===== src/rtl/search_super_node_control.sv =====
// Sequencer for the super-node search datapath.
// Runs one reference-node / voltage-source DFS pass per accepted start and reports done/error.
// Every go_* output is a pure decode of the state register. Each go_* is held high for the
// whole state and drops the cycle after that state's ack is sampled. Acks that belong to other
// states are never looked at.
// Watchdog: wdog counts cycles spent in the current busy state and clears on every state change.
module search_super_node_control #(
    parameter int TIMEOUT   = 255,
    parameter int TIMEOUT_W = 8,
    parameter int MAX_DEPTH = 4,
    localparam int DEPTH_W  = $clog2(MAX_DEPTH + 1)
) (
    input  logic               clk,
    input  logic               reset,
    input  logic               start,
    output logic               busy,
    output logic               done,
    output logic               error,
    output logic [1:0]         error_code,
    output logic [4:0]         super_node_count,
    output logic               go_reset_data,
    output logic               go_to_next_node,
    output logic               go_check_node_status,
    output logic               go_register_reference_node,
    output logic               go_check_element_type,
    output logic               go_store_element_addr,
    output logic               go_update_voltage_difference,
    output logic               begin_search_new_node,
    output logic               go_to_next_element,
    output logic               go_backtrace_dfs,
    output logic               go_backtrace_curr_search_addr,
    input  logic               data_reset_done,
    input  logic               next_node_reached,
    input  logic               node_checked,
    input  logic               node_valid,
    input  logic               loop_done,
    input  logic               reference_node_registered,
    input  logic               type_checked,
    input  logic               is_voltage,
    input  logic               current_element_addr_stored,
    input  logic               voltage_difference_updated,
    input  logic               new_node_search_began,
    input  logic               next_element_reached,
    input  logic               end_of_list_reached,
    input  logic               backtrace_done,
    input  logic               whole_dfs_done,
    input  logic               backtrace_curr_search_addr_done,
    output logic [3:0]         state_dbg,
    output logic [DEPTH_W-1:0] depth_dbg
);

    typedef enum logic [3:0] {
        IDLE       = 4'd0,
        RESET_DATA = 4'd1,
        NEXT_NODE  = 4'd2,
        CHECK_NODE = 4'd3,
        REG_REF    = 4'd4,
        CHECK_TYPE = 4'd5,
        STORE_ADDR = 4'd6,
        UPDATE_V   = 4'd7,
        SWITCH     = 4'd8,
        NEXT_ELEM  = 4'd9,
        BACKTRACE  = 4'd10,
        RESTORE    = 4'd11,
        DONE       = 4'd12,
        ERROR      = 4'd13
    } state_t;

    state_t               state, state_next;
    logic [TIMEOUT_W-1:0] wdog;
    logic [DEPTH_W-1:0]   depth;
    logic [4:0]           count;
    logic [1:0]           code;
    logic                 accept_start, inc_count, inc_depth, dec_depth;
    logic                 set_timeout, set_overflow, timeout_hit, in_wait;

    assign in_wait     = (state != IDLE) && (state != DONE) && (state != ERROR);
    assign timeout_hit = (TIMEOUT != 0) && (wdog == TIMEOUT_W'(TIMEOUT - 1));

    // State register.
    always_ff @(posedge clk) begin
        if (reset) state <= IDLE;
        else       state <= state_next;
    end

    // Next-state decode and the datapath side effects of each transition.
    always_comb begin
        state_next   = state;
        accept_start = 1'b0;
        inc_count    = 1'b0;
        inc_depth    = 1'b0;
        dec_depth    = 1'b0;
        set_timeout  = 1'b0;
        set_overflow = 1'b0;
        case (state)
            IDLE, ERROR: if (start) begin
                state_next   = RESET_DATA;
                accept_start = 1'b1;
            end
            DONE: begin
                state_next = IDLE;
                if (start) begin
                    state_next   = RESET_DATA;
                    accept_start = 1'b1;
                end
            end
            RESET_DATA: if (data_reset_done)   state_next = NEXT_NODE;
            NEXT_NODE:  if (next_node_reached) state_next = CHECK_NODE;
            CHECK_NODE: if (node_checked) begin
                if (node_valid)     state_next = REG_REF;
                else if (loop_done) state_next = DONE;
                else                state_next = NEXT_NODE;
            end
            REG_REF: if (reference_node_registered) begin
                state_next = CHECK_TYPE;
                inc_count  = 1'b1;
            end
            CHECK_TYPE: if (type_checked) state_next = is_voltage ? STORE_ADDR : NEXT_ELEM;
            STORE_ADDR: if (current_element_addr_stored) state_next = UPDATE_V;
            UPDATE_V: if (voltage_difference_updated) begin
                if (depth == DEPTH_W'(MAX_DEPTH)) begin
                    state_next   = ERROR;
                    set_overflow = 1'b1;
                end else begin
                    state_next = SWITCH;
                    inc_depth  = 1'b1;
                end
            end
            SWITCH: if (new_node_search_began) state_next = CHECK_TYPE;
            NEXT_ELEM: begin
                if (next_element_reached)     state_next = CHECK_TYPE;
                else if (end_of_list_reached) state_next = BACKTRACE;
            end
            BACKTRACE: begin
                if (whole_dfs_done) state_next = loop_done ? DONE : NEXT_NODE;
                else if (backtrace_done) begin
                    state_next = RESTORE;
                    dec_depth  = 1'b1;
                end
            end
            RESTORE: if (backtrace_curr_search_addr_done) state_next = NEXT_ELEM;
            default: state_next = IDLE;
        endcase
        // No wait state ever loops to itself, so "still here" means no ack arrived.
        if (in_wait && (state_next == state) && timeout_hit) begin
            state_next  = ERROR;
            set_timeout = 1'b1;
        end
    end

    // Watchdog, reference-node counter, DFS depth and error code.
    always_ff @(posedge clk) begin
        if (reset) begin
            wdog  <= '0;
            depth <= '0;
            count <= '0;
            code  <= 2'b00;
        end else begin
            if (state_next != state || !in_wait) wdog <= '0;
            else                                 wdog <= wdog + 1'b1;
            if (accept_start) begin
                depth <= '0;
                count <= '0;
                code  <= 2'b00;
            end else begin
                if (inc_count && count != 5'd31) count <= count + 5'd1;
                if (inc_depth)                   depth <= depth + 1'b1;
                if (dec_depth && depth != '0)    depth <= depth - 1'b1;
                if (set_timeout)                 code  <= 2'b01;
                if (set_overflow)                code  <= 2'b10;
            end
        end
    end

    // Moore output decode.
    assign busy                          = in_wait;
    assign done                          = (state == DONE);
    assign error                         = (state == ERROR);
    assign error_code                    = code;
    assign super_node_count              = count;
    assign go_reset_data                 = (state == RESET_DATA);
    assign go_to_next_node               = (state == NEXT_NODE);
    assign go_check_node_status          = (state == CHECK_NODE);
    assign go_register_reference_node    = (state == REG_REF);
    assign go_check_element_type         = (state == CHECK_TYPE);
    assign go_store_element_addr         = (state == STORE_ADDR);
    assign go_update_voltage_difference  = (state == UPDATE_V);
    assign begin_search_new_node         = (state == SWITCH);
    assign go_to_next_element            = (state == NEXT_ELEM);
    assign go_backtrace_dfs              = (state == BACKTRACE);
    assign go_backtrace_curr_search_addr = (state == RESTORE);
    assign state_dbg                     = state;
    assign depth_dbg                     = depth;

endmodule


===== config.mk =====
export PLATFORM = sky130hd
export DESIGN_NAME = search_super_node_control
export DESIGN_NICKNAME = d
export VERILOG_FILES = /design/src/rtl/search_super_node_control.sv
export SDC_FILE = /design/constraint.sdc
export NUM_CORES = 1
export LEC_CHECK = 0
export ABC_AREA = 1
export BUFFER_PORTS_ARGS = -buffer_cell sky130_fd_sc_hd__buf_2
export CAP_MARGIN = 20
export CORE_UTILIZATION = 52
export DETAILED_ROUTE_END_ITERATION = 7
export GPL_TIMING_DRIVEN = 0
export PLACE_DENSITY_LB_ADDON = 0.05
export SYNTH_ARGS = -nofsm -noshare
export SYNTH_HDL_FRONTEND = slang
export SYNTH_SLANG_ARGS = --single-unit

===== constraint.sdc =====
create_clock -name clk -period 2.4 [get_ports clk]
set_input_delay 0.24 -clock clk [delete_from_list [all_inputs] [get_ports clk]]
set_output_delay 0.24 -clock clk [all_outputs]
set_load 0.03 [all_outputs]

After elaboration in Yosys (flattened, before gate mapping)
Index checks and enable logic that the tools add are counted.
- bits in registers: 22
- input port bits: 19
- output and inout bits: 28
- logic and storage cells: 87
- $add $sub $neg: 4
- eq/ne operators: 20
- muxes and demuxes: 39
- reduce and logical (&&, ||, !) cells: 18
- operator list (cell ; number):
    $mux W4 ; 18
    $pmux W4 S13 ; 1
    $eq A4 B4 Y1 const B ; 6
    $eq A4 B3 Y1 const B ; 4
    $mux W1 ; 15
    $mux W3 ; 3
    $add A8 B1 Y8 const B ; 1
    $eq A4 B2 Y1 const B ; 2
    $eq A8 B8 Y1 const B ; 1
    $ne A4 B4 Y1 const B ; 2
    $logic_and A1 B1 Y1 ; 6
    $reduce_or A2 Y1 ; 3
    $reduce_or A3 Y1 ; 2
    $add A5 B1 Y5 const B ; 1
    $ne A5 B5 Y1 const B ; 1
    $eq A4 B1 Y1 const B ; 1
    $eq A4 B4 Y1 ; 1
    $logic_not A4 Y1 ; 1
    $mux W2 ; 2
    $ne A4 B4 Y1 ; 1
    $reduce_bool A2 Y1 ; 2
    $reduce_bool A4 Y1 ; 1
    $add A3 B1 Y3 const B ; 1
    $eq A3 B3 Y1 const B ; 1
    other kinds (4) ; 4

Longest topological paths before layout
- depth after elaboration: 11
- gate-level depth with buffers: 17
- depth with buffers taken out: 16

Least setup slack after synthesis
No wires, ideal clock.
- path type: reg2reg
- from: register state[1], in the netlist state_dbg[1]
- to: register depth[2], in the netlist depth_dbg[2]
- library setup time: 0.118 ns
- arrival time: 2.267 ns
- data required time: 2.282 ns
- path slack: 0.015 ns
- stages on the path, launching flop included: 11
- buffers on the path: 1
- period minus slack after synthesis: 2.385 ns
- path through: dfxtp_1 buf_4 nand2_2 nor2_2 nand2_1 a31oi_1 inv_1 fa_1 o21ai_0 xor2_1 nor2_1
- word-level cells in the longest chain between the ends: 4
- elaborated cells between the ends (all ways): 13
- classes of those cells: 4 x eq/ne; 4 x mux; 5 x reduce/logical
- ends and longest elaborated chain (item ; RTL line ; RTL):
    start: declaration ; 69 ; state_t state, state_next;
    start signal: assignment ; 83 ; else state <= state_next;
    $eq A4 B4 Y1 * ; -- ;
    via go_backtrace_dfs ; 30 ; output logic go_backtrace_dfs,
    $mux W1 * ; 95 ; case (state)
    $logic_and A1 B1 Y1 * ; 168 ; if (dec_depth && depth != '0) depth <= depth - 1'b1;
    $mux W3 or $reduce_bool A2 Y1 (tied branches) ; -- ;
    end signal: assignment ; 167 ; if (inc_depth) depth <= depth + 1'b1;
    end signal: assignment ; 168 ;
    end: declaration ; 71 ; logic [DEPTH_W-1:0] depth;
The timed path passes the listed nets; every way through them passes the cells marked *.
A chain may end at the register's enable or synchronous reset.

Final worst setup path
- from: register state[2], in the netlist state_dbg[2]
- to: register depth[2], in the netlist depth_dbg[2]
- word-level cells in the longest chain between the ends: 4
- elaborated cells between the ends (all ways): 13
- classes of those cells: 4 x eq/ne; 4 x mux; 5 x reduce/logical
- ends and longest elaborated chain (item ; RTL line):
    $eq A4 B4 Y1 or $logic_not A4 Y1 (tied branches) ; 95
    $reduce_or A3 Y1 (no source line) or $mux W1 (tied branches) ; --
    $mux W1 or $logic_and A1 B1 Y1 (tied branches) ; --
    $reduce_or A2 Y1 (no source line) (tied with other cells) ; --
Parallel ways exist; a longest one is shown, timed or not.

==> impl_summary.md <==
Run status
The run finished with clean final reports.

Logic synthesis
The number of warnings printed during yosys synthesis is 0. The cell area that synthesis handed to floorplanning was approximately 1700 um2. In the post-synthesis netlist, the biggest area contributors are sky130_fd_sc_hd__dfxtp_1, sky130_fd_sc_hd__nand2_1, sky130_fd_sc_hd__inv_1.

Averaged over all synthesized cells, the footprint is about 6.2 um2. The fraction of synthesized cell area taken by the top area cell type is between 20% and 30%. The cell count after synthesis came out at about 270. Synthesis inferred 22 register bits. The biggest area contributor in the post-synthesis netlist is sky130_fd_sc_hd__dfxtp_1. The number of distinct library cell variants in the gate-level netlist after synthesis is 28. The number of nets in the synthesized netlist is around 300.

The post-synthesis sequential area ratio is about a quarter.

Clock network
The number of buffers added for setup after CTS is 0. CTS built an H-tree with a depth of 1. The buffer levels on the longest clock path is 2. The CTS tree is done. The root buffer cell is sky130_fd_sc_hd__clkbuf_4.

The total clock buffers created by CTS is 3. At the later pin of the worst-skew pair, clock insertion delay measures 300 ps. The total clock sinks is 22.

After clock tree synthesis, the clock-pin slew on the worst setup and hold paths is 120 ps.

STA
The relative slew slack is between 70% and 80%. Setup violations remaining at the end of the flow were counted as 0. For the pin with the worst max-slew slack, the measured transition is a little under 400 ps. The number of hold-slack violations in the final timing report came to 0.

The final critical path time including I/O delays and setup is 2180 ps. The setup total negative slack is 0 ps. Once routing completed, OpenROAD measured the worst setup slack at approximately 220 ps. The achievable frequency is 458 MHz. The post-route clock period utilization is a little over 90%.

The number of max-slew violations in the final report came to 0. On the final layout, the worst clock skew is between 8 and 9 ps. Setup repair after global routing left no endpoint under its margin.

GRT
Entering global routing, the biggest net connects 13 pins. The first global-routing pass estimated 6.42 mm of wire. The leftover overflow at the end of global routing is 0. Across every metal layer, demand over resource in global routing totals between 20% and 30%.

The number of antenna violations at the first check in global routing is 0. The via count of the first global-routing pass is 1533.

Setup path
The kind of launch point of the worst setup path is a flip-flop. The register-to-register path setup slack is around 220 ps. STA puts the critical path data required time at between 2000 and 3000 ps. In this run the critical register-to-register path is captured at depth_dbg[2]. The most critical setup path has its startpoint at state_dbg[2]. In this run the worst path has a maximum fanout of 8. The worst register-to-register path begins at state_dbg[2]. The element type at the critical path end is a flip-flop.

The critical path class is flip-flop to flip-flop. The arrival time at the worst endpoint is 2380 ps. The worst setup path endpoint is depth_dbg[2].

Measured in cells, the most critical reg-to-reg path has a length of 11.

Place
The count of buffers inserted at the top-level ports is 46. OpenSTA, run right after detailed placement, puts the worst setup slack at 250 ps. The global placement routability congestion is around 0.94. Including well taps, the total number of placed cells is roughly 360. The HPWL after detailed placement is approximately 3.2 mm.

Floorplan
The starting density of the core is between 50 and 60%. The area of the core region is 3050 um2. The floorplan has 20 rows. The area of the die is 3440 um2. The I/O pin count is 47. The horizontal extent of the die is 58.7 um. The floorplan step set the die height to between 50 and 60 um.

Drt
The iteration count of the initial detailed-routing pass is 4. The total wirelength of the detailed-routed design is roughly 3.9 mm. The detailed router finished its first iteration with 88 violations. Dividing the detail-routed wire length by the instance count gives between 10 and 15 um. The final route contains around 1800 vias.

Once detail routing completed, the nets flagged for antenna violations numbered 0. The DRC violation count after routing is 0. Dividing the detail-routed via count by the number of cells gives 4.96.

Power and ir drop
The switching portion of total power is about 34%. In this run the static leakage power is approximately 1.0 nW. The internal power consumption is around 0.54 mW. The proportion of power drawn by flip-flops and latches is a little under half. The relative contribution of the clock network to total power is about 24%. The worst-case IR drop observed on VDD is 319 uV. The combinational power share is between 20 and 30%. The total power density per cell area is 411 nW/um2. The switching power is 0.282 mW.

Final layout
The repair_antennas step left the layout with diodes totalling 0. The final layout contains between 300 and 400 nets. Cells with a size suffix above 1 make up between 20% and 30% of the layout.

The number of fillers in the final layout is 340. The finished layout holds approximately 370 standard cells, fillers aside. The area overhead of the layout relative to synthesis is 19.4%.

Min path
The kind of path behind the tightest hold check is primary input to flip-flop.

Job
The max-capacitance violation count is 0.
## final cells by class
type | instances | area [um2] | area share [%]
multi-input combinational | 206 | 1050 | 52.6
sequential | 22 | 440 | 22.1
timing repair buffer | 46 | 230 | 11.6
inverter | 40 | 153 | 7.66
tap | 44 | 55.1 | 2.76
clock buffer | 4 | 36.3 | 1.82
buffer | 3 | 30.0 | 1.51
## flip-flops by register name, indices dropped and copies added (netlist names)
register and cells:
depth_dbg 3, wdog 8, super_node_count 5, state_dbg 4
error_code 2
## cells in the mapped netlist, drive strengths merged
| master | count |
|---|---|
| nor2 | 47 |
| fa | 1 |
| buf | 3 |
| nor3 | 13 |
| ha | 4 |
| xor2 | 5 |
| dfxtp | 22 |
| a31oi | 1 |
| xnor2 | 2 |
| nand3 | 22 |
| nand2 | 79 |
| a21oi | 13 |
| o21ai | 11 |
| inv | 40 |
| nand3b | 1 |
| nand4 | 4 |
| and3 | 1 |
| or2 | 2 |
## worst min path at each step
stage,from,to,slack (ps),cells past startpoint
after floorplan,reset,state_dbg[0],310,1
after global placement,error_code[0],error_code[0],430,2
after detailed placement,error_code[0],error_code[0],440,2
after CTS,reset,state_dbg[2],140,2
after global routing,reset,state_dbg[2],140,2
final,reset,state_dbg[3],150,2
## placed cells by master (no fill, tap or decap)
cell type / n
sky130_fd_sc_hd__inv_4: 1
sky130_fd_sc_hd__nor2_1: 32
sky130_fd_sc_hd__nor3_1: 13
sky130_fd_sc_hd__nand4_1: 4
sky130_fd_sc_hd__and3_1: 1
sky130_fd_sc_hd__ha_1: 4
sky130_fd_sc_hd__clkbuf_8: 1
sky130_fd_sc_hd__xnor2_1: 2
sky130_fd_sc_hd__o21ai_2: 1
sky130_fd_sc_hd__nand2_2: 8
sky130_fd_sc_hd__o21ai_0: 10
sky130_fd_sc_hd__inv_1: 34
sky130_fd_sc_hd__buf_6: 2
sky130_fd_sc_hd__buf_2: 46
sky130_fd_sc_hd__nand3_1: 20
sky130_fd_sc_hd__nand3b_1: 1
sky130_fd_sc_hd__nand3_4: 1
sky130_fd_sc_hd__a21oi_1: 13
sky130_fd_sc_hd__clkbuf_4: 3
sky130_fd_sc_hd__nand2_4: 1
sky130_fd_sc_hd__buf_4: 1
sky130_fd_sc_hd__inv_2: 5
sky130_fd_sc_hd__nand2_1: 70
sky130_fd_sc_hd__a31oi_1: 1
sky130_fd_sc_hd__dfxtp_1: 22
sky130_fd_sc_hd__nor2_2: 14
sky130_fd_sc_hd__fa_1: 1
sky130_fd_sc_hd__nand3_2: 1
sky130_fd_sc_hd__or2_2: 2
sky130_fd_sc_hd__xor2_1: 5
sky130_fd_sc_hd__nor2_4: 1
## worst max-delay path: stages, from the launching register on
cell and delay, ps:
sky130_fd_sc_hd__dfxtp_1 340, sky130_fd_sc_hd__buf_6 140, sky130_fd_sc_hd__inv_4 90, sky130_fd_sc_hd__nand2_1 130, sky130_fd_sc_hd__nor2_2 160, sky130_fd_sc_hd__nand2_1 110, sky130_fd_sc_hd__a31oi_1 200, sky130_fd_sc_hd__inv_1 90
sky130_fd_sc_hd__fa_1 380, sky130_fd_sc_hd__o21ai_0 220, sky130_fd_sc_hd__xor2_1 170, sky130_fd_sc_hd__nor2_1 50
## power by group through the flow
stage	logic (mW)	registers, mW	clock network (mW)
global route	0.267	0.382	0.221
detailed placement	0.239	0.389	0
finish	0.240	0.381	0.199
floorplan	0.165	0.397	0
CTS	0.240	0.381	0.205
global placement	0.236	0.389	0
## stage by stage
stage / power (mW) / hold slack, ps / util, % / area (um2)
6_report: 0.820 / 148 / 65.3 / 1990
3_3_place_gp: 0.625 / 434 / 64.0 / 1950
2_1_floorplan: 0.562 / 309 / - / 1670
4_1_cts: 0.826 / 144 / 65.2 / 1990
5_1_grt: 0.870 / 143 / 65.3 / 1990
3_5_place_dp: 0.628 / 435 / 64.0 / 1950
## layer usage
| metal | GRT usage [%] | vias to the layer above | wire length (um) |
|---|---|---|---|
| met5 | 0 | - | 0 |
| met1 | 32.7 | 795 | 1890 |
| li1 | - | 950 | - |
| met4 | 2.72 | 0 | 8 |
| met2 | 39.7 | 62 | 1740 |
| met3 | 6.59 | 2 | 293 |
## cells by family after synthesis
group / Yosys count / share of synthesized area (%)
adders and majority gates: 5 / 4.20
buffers and inverters: 43 / 10.9
and+or+nand+nor: 169 / 47.0
xor gates and xnor gates: 7 / 3.67
AOI/OAI and AO/OA: 25 / 7.80
DFF: 22 / 26.4
## what timing repair did
action	in CTS	in global routing
gates resized for setup	0	1
hold buffers	0	0
endpoints found under the setup margin	0	2
Power figures use the tool's default switching activity.
